### config.mk
export PLATFORM = sky130hd
export DESIGN_NAME = uart_tx
export DESIGN_NICKNAME = d
export VERILOG_FILES = /design/src/rtl/uart_pkg.sv /design/src/rtl/uart_baud_tick.sv /design/src/rtl/uart_tx.sv
export SDC_FILE = /design/constraint.sdc
export NUM_CORES = 1
export LEC_CHECK = 0
export ABC_AREA = 1
export CORE_UTILIZATION = 55
export DETAILED_ROUTE_END_ITERATION = 7
export DONT_BUFFER_PORTS = 1
export GPL_ROUTABILITY_DRIVEN = 1
export PLACE_DENSITY = 0.8
export SYNTH_ARGS = -nofsm -noshare
export SYNTH_HDL_FRONTEND = slang
export SYNTH_SLANG_ARGS = --single-unit
### constraint.sdc
create_clock -name clk -period 2 [get_ports clk]
set_input_delay 0.3 -clock clk [delete_from_list [all_inputs] [get_ports clk]]
set_output_delay 0.3 -clock clk [all_outputs]
set_load 0.02 [all_outputs]
### src/rtl/uart_pkg.sv
// Shared definitions for the Hangman serial link (uart_tx / uart_rx).
package uart_pkg;

  typedef enum logic [2:0] {
    IDLE    = 3'd0,
    START   = 3'd1,
    DATAOUT = 3'd2,
    PARITY  = 3'd3,
    STOP    = 3'd4
  } uart_state_t;

  localparam int CLKPERBAUD_DEFAULT = 1250;

  localparam int PARITY_MODE_EVEN = 0;
  localparam int PARITY_MODE_ODD  = 1;

  // Parity bit that makes the data plus parity have the selected sense.
  function automatic logic parity_of(input logic [7:0] data, input logic odd);
    return (^data) ^ odd;
  endfunction

endpackage

### src/rtl/uart_baud_tick.sv
// Bit-period counter: emits a one-cycle tick on the last cycle of each bit period.
module uart_baud_tick
  import uart_pkg::*;
#(
  parameter int Clkperbaud = CLKPERBAUD_DEFAULT
) (
  input  logic clk,
  input  logic nRst,
  input  logic clear,
  output logic tick
);

  localparam int CntW = (Clkperbaud > 1) ? $clog2(Clkperbaud) : 1;
  localparam logic [CntW-1:0] TermCnt = CntW'(Clkperbaud - 1);

  logic [CntW-1:0] cnt_reg;

  always_ff @(posedge clk) begin
    if (!nRst || clear) begin
      cnt_reg <= '0;
    end else if (cnt_reg == TermCnt) begin
      cnt_reg <= '0;
    end else begin
      cnt_reg <= cnt_reg + CntW'(1);
    end
  end

  assign tick = (cnt_reg == TermCnt) && !clear;

endmodule

### src/rtl/uart_tx.sv
// Frame transmitter: start, 8 data bits LSB first, parity, stop; line idles high.
module uart_tx
  import uart_pkg::*;
#(
  parameter int Clkperbaud = CLKPERBAUD_DEFAULT,
  parameter int PARITY_ODD = PARITY_MODE_EVEN
) (
  input  logic       clk,
  input  logic       nRst,
  input  logic       tx_ctrl,
  input  logic [7:0] tx_byte,
  output logic       tx_serial,
  output logic       tx_ready,
  output logic       tx_busy
);

  localparam logic OddBit = 1'(PARITY_ODD);

  uart_state_t state_reg, state_next;
  logic [7:0]  shift_reg;
  logic [2:0]  bit_idx_reg;
  logic        parity_reg;
  logic        serial_reg;
  logic        serial_next;
  logic        ready_int;
  logic        baud_clear;
  logic        baud_tick;
  logic        accept;

  uart_baud_tick #(
    .Clkperbaud(Clkperbaud)
  ) u_baud (
    .clk  (clk),
    .nRst (nRst),
    .clear(baud_clear),
    .tick (baud_tick)
  );

  assign accept = (state_reg == IDLE) && tx_ctrl;

  always_ff @(posedge clk) begin
    if (!nRst) begin
      state_reg <= IDLE;
    end else begin
      state_reg <= state_next;
    end
  end

  always_comb begin
    state_next = state_reg;
    case (state_reg)
      IDLE:    if (tx_ctrl) state_next = START;
      START:   if (baud_tick) state_next = DATAOUT;
      DATAOUT: if (baud_tick && bit_idx_reg == 3'd7) state_next = PARITY;
      PARITY:  if (baud_tick) state_next = STOP;
      STOP:    if (baud_tick) state_next = IDLE;
      default: state_next = IDLE;
    endcase
  end

  // Outputs derive from registered state only, so inputs never reach a pin combinationally.
  always_comb begin
    serial_next = 1'b1;
    ready_int   = 1'b0;
    baud_clear  = 1'b0;
    case (state_reg)
      IDLE: begin
        ready_int  = 1'b1;
        baud_clear = 1'b1;
      end
      START:   serial_next = 1'b0;
      DATAOUT: serial_next = shift_reg[0];
      PARITY:  serial_next = parity_reg;
      STOP:    serial_next = 1'b1;
      default: serial_next = 1'b1;
    endcase
  end

  always_ff @(posedge clk) begin
    if (!nRst) begin
      shift_reg   <= '0;
      bit_idx_reg <= '0;
      parity_reg  <= 1'b0;
      serial_reg  <= 1'b1;
    end else begin
      serial_reg <= serial_next;
      if (accept) begin
        shift_reg   <= tx_byte;
        parity_reg  <= parity_of(tx_byte, OddBit);
        bit_idx_reg <= '0;
      end else if (state_reg == DATAOUT && baud_tick) begin
        shift_reg   <= shift_reg >> 1;
        bit_idx_reg <= bit_idx_reg + 3'd1;
      end
    end
  end

  assign tx_serial = serial_reg;
  assign tx_ready  = ready_int;
  assign tx_busy   = ~ready_int;

endmodule

==> results.cfg, run 1 <==
[global_route]
grt_pass1_vias = 1199
grt_max_degree = 15
grt_first_pass_wirelength_um = 4740
grt_antenna_before_repair = 0
globalRouteOverflowTotal = 0
grt_util_all_layers_pct = 18.7

[sta]
fin_clk_skew_ps = 6.46
final_period_minus_worst_setup_slack_ps = 1520
report.final.setup_viol = 0
maxClockFrequency_mhz = 657
final_hold_viols = 0
rsz0062_at_grt = false
post-route-period-util_pct = 76.1
timing.final.max_slew_violations = 0
final_critical_path_setup_slack_ps = 478
setup_tns_ps = 0
relSlewSlack_pct = 73.6
tightest_slew_ps = 392

[power_and_ir_drop]
power.static_leakage_nw = 0.756
cell_pwr_density_nw_per_um2 = 1090
irDropWorstVdd_mv = 1.06

[drt]
remaining_drc_errors = 0
viasPerCell = 4.93
drtIter0Drc = 47
postRouteAntennaNets = 0
num_vias = 1321
drt_pass1_iterations = 4
routedWlPerCell_um = 9.78
routed_wl_um = 2620

[critical_path]
critPathTopFamily = simple AND/OR/NAND/NOR gates
timing.critical_path.mode_cell = nand2_1
slowest_cell_on_crit_path = dfxtp_1
worst-endpoint-required_ps = 2240
worst_setup_path_start_kind = register
crit_path_end_kind = register
timing.critical_path.fanout_max = 12
worst-path-buf-inv = 1
path_cells = ha_1, inv_1, nor2_1, nand2_1, nor2_1, nand3_2, nand2_2, nand2_1, nand2_1, nor2_2
crit_cells = 10
arrival_worst_endpoint_ps = 1760
r2r.worst_path.cells = 10
timing.setup.critical_path_class = reg2reg
biggest_cell_delay_along_the_critical_path_ps = 420
regToRegSetupSlack_ps = 480

[yosys]
post_synth_instance_area_um2 = 1590
yosysWarningCount = 0
synth.yosys.seq_area_share_pct = 34.0
synthXorXnorAreaFrac_pct = 4.41
synth-compound-area-share_pct = 3.94
synthesis.instances = 236
synth_edf_count = 0
synth_top_family_by_area = simple AND/OR/NAND/NOR gates
synth-main-ff-cell = dfxtp_1
share_of_async_settable_or_async_resettable_flops_after_synthesis_pct = 0
ys_seq_elements = 27
synthesized_nets = 251
synth.avg_cell_area_um2 = 6.73
adder_cell_share_of_the_synthesized_area_pct = 3.15
synthSimpleGateAreaFrac_pct = 45.5
yosys-mux-area-fraction_pct = 0
synth.lib_cells_used.distinct = 27

[placement]
gp_routability_congestion = 0.794
place_hpwl_um = 2040
place.port_buffers = 0
detailedPlace.worstSlack_ps = 482

[cts]
cts-root-to-sink-buffers = 2
post_cts_resized = 0
worst_skew_pair.late_latency_ps = 320
hold_buffers = 0
cts_sinks = 27
inserted_clock_buffers = 3
cts.repair_timing.setup_buffer_count = 0
cts.root.buffer_cell = clkbuf_4
cts_tree = built
clkSlewWorstSetupHoldPaths_ps = 140
htreeDepth = 1

[cells_and_area]
multi_input_area_um2 = 906
largest_register_ffs = 11
antennaDiodeCount = 0
fillCellCount = 248
final_core_utilization_pct = 59.3
regArea_um2 = 541
synthToLayoutAreaGrowth_pct = 2.13
nets = 253
ratio_of_cells_with_drive_above_1_in_the_final_layout_pct = 13.5

[hold_path]
worstHoldPathType = in2reg
worstHoldPathCells = 2

[status]
status = finished, final reports clean

[floorplan]
dieArea_um2 = 3110
floorplan.io_pins = 14
dieWidth_um = 55.7
std_cell_rows = 19
floorplan.core_area_um2 = 2730
die_h_um = 55.7
initial_cell_density_of_the_core_pct = 58.1

[run]
cap_viol_max_count = 0
layout by cell type (no fill, tap or decap), types with 3 or more instances in the layout:
cell type  count
dfxtp_1       27
nor2_2         7
xnor2_1        4
nor2_1        35
ha_1           4
a21oi_1        9
inv_2          6
nand3_1       12
nand2_2        7
inv_1         21
xor2_1         4
nand2_1       78
nor3_1         3
clkbuf_4       3
path summary, 6_finish.rpt:
path	end	startpoint
worst max-delay path	shift_reg[2]	u_baud.cnt_reg[0]
worst min-delay path	state_reg[1]	nRst
worst max register to register	shift_reg[2]	u_baud.cnt_reg[0]
worst min register to register	u_baud.cnt_reg[7]	u_baud.cnt_reg[7]
through the flow:
step / area, um2 / total power (W) / hold WS (ps) / instances
6_report: 1620 / 0.00177 / 78.8 / 268
5_1_grt: 1620 / 0.00193 / 54.5 / 268
4_1_cts: 1620 / 0.00178 / 68.1 / 268
3_5_place_dp: 1600 / 0.00155 / 428 / 264
3_3_place_gp: 1600 / 0.00154 / 425 / 264
2_1_floorplan: 1590 / 0.00147 / 432 / 236
kinds of logic after synthesis:
group / count (synthesis)
AND/OR/NAND/NOR: 154
buffers and inverters: 31
flip-flops: 27
AO/OA/AOI/OAI: 12
XOR/XNOR: 8
adder cells (fa/ha/maj): 4
report_power, final:
group          switching [W]  internal [W]  leakage [nW]  total (W)
Sequential          0.000102      0.000650         0.220   0.000752
Clock               0.000156     0.0000780        0.0150   0.000234
Combinational       0.000513      0.000268         0.520   0.000782
Total               0.000771      0.000997         0.756    0.00177
Yosys cell counts, drive strengths merged, types with 2 or more instances:
library cell | n | area (um2)
ha | 4 | 50.1
nand3 | 14 | 80.1
dfxtp | 27 | 541
nor3 | 3 | 15.0
nand2 | 87 | 377
nor2 | 45 | 218
xor2 | 4 | 35.0
nor3b | 2 | 15.0
buf | 3 | 31.3
xnor2 | 4 | 35.0
o21ai | 2 | 10.0
inv | 28 | 110
a21oi | 9 | 45.0
area by class of cell:
class	instances	area share, %
multi-input cells	178	55.9
clock buffers	4	1.62
inverters	28	6.79
flip-flops and latches	27	33.3
well taps	31	2.39
per-layer routing:
layer,up-vias,global-route usage (%),wire (um)
met5,-,0,0
met3,5,3.02,95
met4,0,6.43,29
met1,575,25.9,1360
li1,722,-,-
met2,19,29.4,1140
Power figures use the tool's default switching activity.
==> run 2, diff against run 1 <==
- PLACE_DENSITY: 0.8 -> 0.83
- clock period: 2 -> 1.34 ns (I/O delays scaled with it)
==> run 2 against run 1 <==
Net effect:
- die area stayed put
- register-to-register slack got worse by 570 ps
- sequential share of layout area shrank 4.8 points
- flip-flop and latch count is the same
- highest routed layer unchanged
- the flow now finishes with violations (setup timing)
- final cell count increased by 9.0%
==> results.cfg, run 2 (synthesized netlist as in run 1, its figures left out) <==
[critical_path]
biggest_cell_delay_along_the_critical_path_ps = 350
worst-endpoint-required_ps = 1570
worst-path-buf-inv = 2
critPathTopFamily = simple AND/OR/NAND/NOR gates
arrival_worst_endpoint_ps = 1670
path_cells = inv_2, ha_4, inv_2, nor2_1, nand2_1, nor2_2, nand3_4, nand2_4, nand2_2, nand2_1, nor2_1
slowest_cell_on_crit_path = dfxtp_2
timing.setup.critical_path_class = reg2reg
timing.critical_path.fanout_max = 6
worst_setup_path_start_kind = register
crit_path_end_kind = register

[cells_and_area]
layout.cells.most_common = nand2_1
nets = 277
stdcell_count = 292
synthToLayoutAreaGrowth_pct = 23.2
fillCellCount = 192
largest_register_ffs = 11
ratio_of_cells_with_drive_above_1_in_the_final_layout_pct = 36.8
multi_input_area_um2 = 1030
regArea_um2 = 559
layout.cells.most_common_list = 66 x nand2_1, 31 x nor2_1, 19 x buf_4
antennaDiodeCount = 0
final_cell_area_um2 = 1960

[global_route]
grt_max_degree = 15
grt_antenna_before_repair = 0
globalRouteOverflowTotal = 0
grt_first_pass_wirelength_um = 4870
grt_util_all_layers_pct = 19.5
grt_pass1_vias = 1203

[floorplan]
std_cell_rows = 19
die_h_um = 55.7
dieArea_um2 = 3110
dieWidth_um = 55.7
floorplan.core_area_um2 = 2730
initial_cell_density_of_the_core_pct = 58.1
floorplan.io_pins = 14

[power_and_ir_drop]
cell_internal_power_dissipation_w = 0.00188
power.static_leakage_nw = 0.895
power_frac_clock_pct = 10.5
p_comb_share_pct = 55.2
seqPwrFrac_pct = 34.3
switching_share_pct = 43.4
power_spent_charging_and_discharging_nets_w = 0.00144
irDropWorstVdd_mv = 1.54
cell_pwr_density_nw_per_um2 = 1700

[placement]
gp_routability_congestion = 0.818
place_hpwl_um = 2050
place.port_buffers = 0
dp.cells = 272
placement.cell_area_um2 = 1660

[sta]
post-route-period-util_pct = 107
rsz0062_at_grt = true
timing.final.max_slew_violations = 0
report.final.setup_viol = 13
final_critical_path_setup_slack_ps = -96.5
setup_tns_ps = -901
tightest_slew_ps = 472
relSlewSlack_pct = 68.5
maxClockFrequency_mhz = 696
fin_clk_skew_ps = 0.807
final_period_minus_worst_setup_slack_ps = 1440
final_hold_viols = 0

[cts]
worst_skew_pair.late_latency_ps = 320
htreeDepth = 1
cts_sinks = 27
clkSlewWorstSetupHoldPaths_ps = 140
inserted_clock_buffers = 3
cts.root.buffer_cell = clkbuf_4
cts-root-to-sink-buffers = 2
cts_tree = built

[run]
cap_viol_max_count = 0

[status]
status = complete, but fails checks
violations = setup timing

[drt]
postRouteAntennaNets = 0
num_vias = 1481
routedWlPerCell_um = 11.8
remaining_drc_errors = 0
routed_wl_um = 3450
viasPerCell = 5.07
drt_pass1_iterations = 4
drtIter0Drc = 35

[hold_path]
worstHoldPathType = in2reg
-- run 2: cell types whose count changed in the layout (fill, tap and decap cells not counted), moves of 4 or more --
cell / change
inv_1: -7
buf_4: +19
nor2_1: -4
nand2_1: -12
nand2_2: +11
inv_2: +6
dfxtp_2: +6
dfxtp_1: -9
-- run 2: routing by layer --
| layer | vias up | wire [um] | GRT usage (%) | part of all wire [%] |
|---|---|---|---|---|
| li1 | 775 | - | - | - |
| met1 | 663 | 1500 | 23.0 | 43 |
| met2 | 36 | 1770 | 35.1 | 51 |
| met3 | 7 | 127 | 4.88 | 3.7 |
| met4 | 0 | 60 | 5.36 | 1.7 |
| met5 | - | 0 | 0 | 0 |
-- run 2: final timing paths --
path	cells past startpoint	slack, ps	from	to
setup / recovery	11	-100	u_baud.cnt_reg[1]	shift_reg[1]
setup reg to reg	11	-100	u_baud.cnt_reg[1]	shift_reg[1]
hold reg to reg	2	500	u_baud.cnt_reg[7]	u_baud.cnt_reg[7]
hold / removal	2	50	tx_byte[7]	shift_reg[7]
-- run 2: cell type report --
type                       count  area share, %
inverter                      28           5.88
sequential                    27           28.6
timing repair buffer          23           9.53
multi-input combinational    179           52.7
tap                           31           1.98
clock buffer                   4           1.34
-- run 2: through the flow --
step                      power [W]  utilization [%]  setup WS, ps  hold WS [ps]
after floorplan             0.00219                -         -12.4           333
after global placement      0.00235             60.6         -20.3           325
after detailed placement    0.00238             60.6         -64.1           331
after CTS                   0.00291             64.5         -29.9          23.2
after global routing        0.00354             71.6          -168          30.7
final                       0.00333             71.6         -96.5          47.2
-- run 2: power groups by stage --
stage	clock [W]	sequential (W)	combinational, W
floorplan	0	0.00112	0.00107
global placement	0	0.00113	0.00122
detailed placement	0	0.00113	0.00125
CTS	0.000356	0.00111	0.00145
global route	0.000387	0.00116	0.00199
finish	0.000348	0.00114	0.00184
-- run 2: worst reg2reg max path: cells and delay by family, from the launching register on --
kind,cells,cell delay (ps)
AND/OR/NAND/NOR,8,780
flip-flops,1,350
adder cells (fa/ha/maj),1,130
buffers and inverters,2,90
-- run 2: what timing repair did --
item,in CTS,in global routing
endpoints found under the setup margin,12,23
resized for setup,7,47
pin swaps,2,16
buffers inserted,7,7
cloned,0,1
hold buffers,1,0
endpoints found under the hold margin,11,0
